**src/rtl/pcs_fifo_pkg.sv**
```systemverilog
// Shared FIFO pointer definitions and the Gray/binary conversions
// used by both clock domains of the PCS elastic FIFO.
package pcs_fifo_pkg;

    localparam int FIFO_DEPTH = 16;
    localparam int PTR_W      = 5;
    localparam int ADDR_W     = PTR_W - 1;

    typedef logic [PTR_W-1:0]  ptr_t;
    typedef logic [ADDR_W-1:0] addr_t;

    function automatic ptr_t bin2gray(input ptr_t b);
        return b ^ (b >> 1);
    endfunction

    function automatic ptr_t gray2bin(input ptr_t g);
        ptr_t b;
        b[PTR_W-1] = g[PTR_W-1];
        for (int i = PTR_W - 2; i >= 0; i--) begin
            b[i] = b[i+1] ^ g[i];
        end
        return b;
    endfunction

endpackage

```
**src/rtl/gray_wptr_ctrl_16_if.sv**
```systemverilog
// Write-side bus of the FIFO pointer controller: upstream request,
// RAM strobe/address, cross-domain pointers and status flags.
interface gray_wptr_ctrl_16_if;
    import pcs_fifo_pkg::*;

    logic  wr_req;
    logic  wr_en;
    addr_t wr_addr;
    ptr_t  wr_gray;
    ptr_t  rd_gray_async;
    logic  full;
    logic  afull;
    ptr_t  wr_level;
    logic  ovf;
    logic  ptr_err;
    logic  flag_clr;

    modport master (
        output wr_req, rd_gray_async, flag_clr,
        input  wr_en, wr_addr, wr_gray, full, afull, wr_level, ovf, ptr_err
    );

    modport slave (
        input  wr_req, rd_gray_async, flag_clr,
        output wr_en, wr_addr, wr_gray, full, afull, wr_level, ovf, ptr_err
    );

endinterface

```
**src/rtl/ptr_sync.sv**
```systemverilog
// STAGES-deep flop chain that brings the read-domain Gray pointer
// into the write clock domain.
module ptr_sync
    import pcs_fifo_pkg::*;
#(
    parameter int STAGES = 2
) (
    input  logic clk,
    input  logic rst_n,
    input  ptr_t d,
    output ptr_t q
);

    logic [STAGES-1:0][PTR_W-1:0] chain;

    always_ff @(posedge clk or negedge rst_n) begin
        if (!rst_n) begin
            chain <= '0;
        end else begin
            // NOTE: non-blocking, so every stage captures its neighbour's old value and the chain really is STAGES deep.
            chain <= {chain[STAGES-2:0], d};
        end
    end

    assign q = chain[STAGES-1];

endmodule

```
**src/rtl/gray_wptr_ctrl_16.sv**
```systemverilog
// Write-pointer controller for a 16-entry async FIFO: binary/Gray write
// pointer, synchronised read pointer, occupancy and sticky error flags.
module gray_wptr_ctrl_16
    import pcs_fifo_pkg::*;
#(
    parameter int AFULL_THRESH = 12,
    parameter int SYNC_STAGES  = 2
) (
    input logic               clk,
    input logic               rst_n,
    gray_wptr_ctrl_16_if.slave bus
);

    ptr_t wbin;
    ptr_t wbin_next;
    ptr_t wr_gray_q;
    ptr_t rd_gray_s;
    ptr_t rbin_s;
    ptr_t diff;
    ptr_t level;
    logic over;
    logic full;
    logic afull;
    logic wr_en;
    logic ovf_q;
    logic ptr_err_q;

    ptr_sync #(.STAGES(SYNC_STAGES)) u_rd_sync (
        .clk   (clk),
        .rst_n (rst_n),
        .d     (bus.rd_gray_async),
        .q     (rd_gray_s)
    );

    // NOTE: every signal is assigned on every pass, so no latch can be inferred.
    always_comb begin
        rbin_s    = gray2bin(rd_gray_s);
        diff      = wbin - rbin_s;
        over      = diff > ptr_t'(FIFO_DEPTH);
        level     = over ? ptr_t'(FIFO_DEPTH) : diff;
        full      = (level == ptr_t'(FIFO_DEPTH));
        afull     = (level >= ptr_t'(AFULL_THRESH));
        // rst_n gates the strobe so the RAM sees no write while held in reset.
        wr_en     = rst_n & bus.wr_req & ~full;
        wbin_next = wbin + ptr_t'(wr_en);
    end

    always_ff @(posedge clk or negedge rst_n) begin
        if (!rst_n) begin
            wbin      <= '0;
            wr_gray_q <= '0;
        end else begin
            wbin      <= wbin_next;
            wr_gray_q <= bin2gray(wbin_next);
        end
    end

    // Sticky flags: a set in the same cycle as flag_clr takes priority.
    always_ff @(posedge clk or negedge rst_n) begin
        if (!rst_n) begin
            ovf_q     <= 1'b0;
            ptr_err_q <= 1'b0;
        end else begin
            if (bus.wr_req && full) begin
                ovf_q <= 1'b1;
            end else if (bus.flag_clr) begin
                ovf_q <= 1'b0;
            end

            if (over) begin
                ptr_err_q <= 1'b1;
            end else if (bus.flag_clr) begin
                ptr_err_q <= 1'b0;
            end
        end
    end

    assign bus.wr_en    = wr_en;
    assign bus.wr_addr  = wbin[ADDR_W-1:0];
    assign bus.wr_gray  = wr_gray_q;
    assign bus.wr_level = level;
    assign bus.full     = full;
    assign bus.afull    = afull;
    assign bus.ovf      = ovf_q;
    assign bus.ptr_err  = ptr_err_q;

endmodule

```
**src/flat_wrapper.sv**
```systemverilog
// flat-port wrapper written by rule: the top's interface ports become plain ports
module gray_wptr_ctrl_16_flat import pcs_fifo_pkg::*;
#(
    parameter int AFULL_THRESH = 12,
    parameter int SYNC_STAGES  = 2
)
  (clk, rst_n, bus_wr_req, bus_rd_gray_async, bus_flag_clr, bus_wr_en, bus_wr_addr, bus_wr_gray, bus_full, bus_afull, bus_wr_level, bus_ovf, bus_ptr_err);
  gray_wptr_ctrl_16_if bus_i ();
  input logic clk;
  input logic rst_n;
  input wire logic [$bits(bus_i.wr_req)-1:0] bus_wr_req;
  input wire logic [$bits(bus_i.rd_gray_async)-1:0] bus_rd_gray_async;
  input wire logic [$bits(bus_i.flag_clr)-1:0] bus_flag_clr;
  output wire logic [$bits(bus_i.wr_en)-1:0] bus_wr_en;
  output wire logic [$bits(bus_i.wr_addr)-1:0] bus_wr_addr;
  output wire logic [$bits(bus_i.wr_gray)-1:0] bus_wr_gray;
  output wire logic [$bits(bus_i.full)-1:0] bus_full;
  output wire logic [$bits(bus_i.afull)-1:0] bus_afull;
  output wire logic [$bits(bus_i.wr_level)-1:0] bus_wr_level;
  output wire logic [$bits(bus_i.ovf)-1:0] bus_ovf;
  output wire logic [$bits(bus_i.ptr_err)-1:0] bus_ptr_err;
  assign bus_i.wr_req = bus_wr_req;
  assign bus_i.rd_gray_async = bus_rd_gray_async;
  assign bus_i.flag_clr = bus_flag_clr;
  assign bus_wr_en = bus_i.wr_en;
  assign bus_wr_addr = bus_i.wr_addr;
  assign bus_wr_gray = bus_i.wr_gray;
  assign bus_full = bus_i.full;
  assign bus_afull = bus_i.afull;
  assign bus_wr_level = bus_i.wr_level;
  assign bus_ovf = bus_i.ovf;
  assign bus_ptr_err = bus_i.ptr_err;
  gray_wptr_ctrl_16 #(.AFULL_THRESH(AFULL_THRESH), .SYNC_STAGES(SYNC_STAGES)) u_core (.clk(clk), .rst_n(rst_n), .bus(bus_i));
endmodule
```
**config.mk**
```make
export PLATFORM = sky130hd
export DESIGN_NAME = gray_wptr_ctrl_16_flat
export DESIGN_NICKNAME = d
export VERILOG_FILES = /design/src/rtl/pcs_fifo_pkg.sv /design/src/rtl/gray_wptr_ctrl_16_if.sv /design/src/rtl/ptr_sync.sv /design/src/rtl/gray_wptr_ctrl_16.sv /design/src/flat_wrapper.sv
export SDC_FILE = /design/constraint.sdc
export NUM_CORES = 1
export LEC_CHECK = 0
export ABC_AREA = 0
export CAP_MARGIN = 20
export CORE_MARGIN = 4
export CORE_UTILIZATION = 30
export DETAILED_ROUTE_END_ITERATION = 8
export PLACE_DENSITY = 0.63
export SLEW_MARGIN = 10
export SYNTH_ARGS = -nofsm -noshare
export SYNTH_HDL_FRONTEND = slang
export SYNTH_SLANG_ARGS = --single-unit
```
**constraint.sdc**
```tcl
create_clock -name clk -period 6.65 [get_ports clk]
set_clock_uncertainty 0.15 [all_clocks]
set_input_delay 1.33 -clock clk [delete_from_list [all_inputs] [get_ports clk]]
set_output_delay 1.33 -clock clk [all_outputs]
set_load 0.01 [all_outputs]
```
==> results by group <==
Flow run
  • Max-cap violations: 0

Power
  • Flop pwr share: 0.280
  • Clock power share: 0.084
  • Switching Fraction: 0.368
  • Comb power frac: 0.635
  • Static Leak: 0.000561 uW
  • Power Internal: 433 uW
  • Sw power: 252 uW
  • Peak supply drop: 0.000144 V
  • Power Density: 545 nW/um2
  • Overall power: about 700 uW

Synth
  • Count leader, synth: dfrtp_1
  • Main synth FF type: dfrtp_1
  • Share of flip-flops with an asynchronous set or reset: 1.00
  • EDFF count, synth: 0
  • Area leader, netlist: dfrtp_1
  • Synth area leaders: dfrtp_1 (58%), ha_1 (8.2%), xnor2_1 (7.7%)
  • Top cells by count, synth: dfrtp_1 (21), xnor2_1 (8), ha_1 (6)
  • Netlist cell types: 20
  • Mapped cell area: 913 um2
  • Top-area cell type share of the netlist area: 0.575
  • Cells after Synth: 67
  • Mapped Nets: 83
  • Post-synthesis sequential area ratio: 0.575
  • Synth warnings: 0
  • FF+latch count, synth: 21
  • Avg Cell Area, Syn: 13.6 um2

Layout
  • Layout cells sized above 1: 0.0909
  • Area occupied by multi-input gates: 369 um2
  • Nets: 116
  • Diodes inserted: 0
  • Fillcell total: roughly 280
  • FF+latch area: 526 um2
  • Area delta synth->final: 37.5%

Routing
  • DR pass1 iterations: 2
  • Iter 0 DRT Violations: 16
  • Routed wire length: 1540 um
  • Routed vias: 571
  • Routed len/inst: around 12 um
  • DRC: 0
  • Final ANT Viol Nets: 0
  • Vias per cell: 4.39

CTS
  • Post-CTS sizing: 0
  • Num CTS Buffers: 3
  • CTS root buf: clkbuf_4
  • Clock Sinks: 21
  • Hold-fix buffers, CTS: 0
  • Post-CTS setup buffer count: 0
  • CTS tree: yes
  • Max H-tree Level: 1
  • CTS Buffer Depth: 2
  • Clock transition at path regs: 0.11 ns
  • Clk_lat worst skew: approximately 0.29 ns

Timing
  • Max Fclk: between 150 and 200 MHz
  • Min cycle time layout: 5.10 ns
  • Unrepaired setup endpoints after global routing: no
  • Hold slack: around 0.21 ns
  • Relative max-transition margin: 0.733
  • Period Utilization, post-route: 0.767
  • Final setup TNS: 0 ns
  • Worst-margin pin slew: 0.397 ns
  • Max-slew violations: 0
  • # setup viols final: 0
  • Hold Vio Cnt, Final: 0

Setup path
  • Setup crit start: u_core.u_rd_sync.q[4]
  • Worst EP arrival: approximately 3.6 ns
  • Worst-path maximum fanout: 9
  • Crit path max-delay family: XOR/XNOR gates
  • Setup CP Type: flop to primary output
  • FF-to-FF Start: u_core.u_rd_sync.q[4]
  • Crit path launch type: flop
  • Worst path slowest cell: clkdlybuf4s50_1
  • Worst endpoint required time: 5.17 ns
  • Critical-path cell list: xnor2_2 -> xor2_2 -> xor2_2 -> xnor2_1 -> ha_1 -> inv_1 -> fa_1 -> a21o_1 -> a21oi_2 -> xnor2_2 -> o21bai_1 -> clkdlybuf4s50_1
  • WP buf/inv: 2
  • R2r setup slk: 2.80 ns
  • Worst stage delay on the critical path: 0.56 ns
  • Worst Setup End Kind: primary output

Placement
  • Detailed placement HPWL: 1240 um
  • Port Buf Inserts: 27
  • Placer Congestion: 0.712

Die
  • Core box area: 2830 um2
  • Die ar.: 3990 um2
  • Io pins: 28
  • Die width: roughly 63 um
  • Die Ht: 63.2 um
  • Rows: 19
  • Initial Util: 0.323

Global routing
  • Vias in the first global route: 588
  • Global-route wire length before repair: ~2600 um
  • Largest net degree at the start of global routing: 23
  • Initial antenna violation count: 0
  • GRT Overall Usage: 0.0843
  • Global route total overflow: 0

Min path
  • Hold_sp: u_core.u_rd_sync.chain[4]
  • HP Class: flop to flop

Status
  • Status: finished clean
## final timing paths
kind | to | depth (start not counted)
max reg2reg | u_core.bus.wr_gray[3] | 16
min in group asynchronous | u_core.bus.wr_gray[0] | 2
min | u_core.u_rd_sync.q[4] | 0
min reg2reg | u_core.u_rd_sync.q[4] | 0
max in group asynchronous | u_core.u_rd_sync.chain[4] | 2
max | bus_afull | 12
## flip-flops by register name, summed over array words and instances (netlist names)
signal                  flops
u_core.bus.wr_gray          4
u_core.bus.ptr_err          1
u_core.u_rd_sync.chain      5
u_core.wbin                 5
u_core.u_rd_sync.q          5
u_core.bus.ovf              1
## metrics by stage
stage          setup slack, ns  instance area (um2)  utilization  instances
2_1_floorplan             2.54                  913            -         67
3_3_place_gp              1.98                 1230        0.435        126
3_5_place_dp              1.85                 1230        0.435        126
4_1_cts                   1.49                 1260        0.444        130
5_1_grt                   1.25                 1260        0.444        130
6_report                  1.55                 1260        0.444        130
## final cells by class
cell class / count / share of cell area
multi-input combinational: 41 / 0.294
timing repair buffer: 28 / 0.221
sequential: 21 / 0.418
inverter: 5 / 0.0149
tap: 31 / 0.0309
clock buffer: 4 / 0.0209
## power groups by stage
stage	Clock, uW	Sequential (uW)	Combinational [uW]
after floorplan	0	208	215
after global placement	0	195	431
after detailed placement	0	196	440
after CTS	62.9	193	442
after global routing	68.4	197	475
final	57.8	192	435
## logic make-up (layout without fill, tap and decap cells)
family	count (synthesis)	count (layout)	share of synthesized area
buffers and inverters	5	37	0.0206
adders and majority gates	7	7	0.104
xor gates and xnor gates	16	16	0.186
DFF	21	21	0.575
and+or+nand+nor	11	11	0.0575
AOI/OAI and AO/OA	7	7	0.0562
## routing by layer
layer / GRT usage / share of wire
met5: 0 / 0
met3: 0.0284 / 0.080
met2: 0.132 / 0.46
met1: 0.101 / 0.45
met4: 0.0485 / 0.0065
## cell usage in the layout, fill, tap and decap left out, drive strengths merged
cell type	Yosys	routed
clkdlybuf4s50	0	27
dfrtp	21	21
xnor2	10	10
ha	6	6
xor2	6	6
inv	5	5
nor2	5	5
clkbuf	0	4
nand2	2	2
nand3	2	2
a21oi	2	2
a21o	1	1
o21ai	1	1
o21bai	1	1
a22o	1	1
nor2b	1	1
nor4bb	1	1
a2bb2oi	1	1
fa	1	1
buf	0	1
Power figures use the tool's default switching activity.
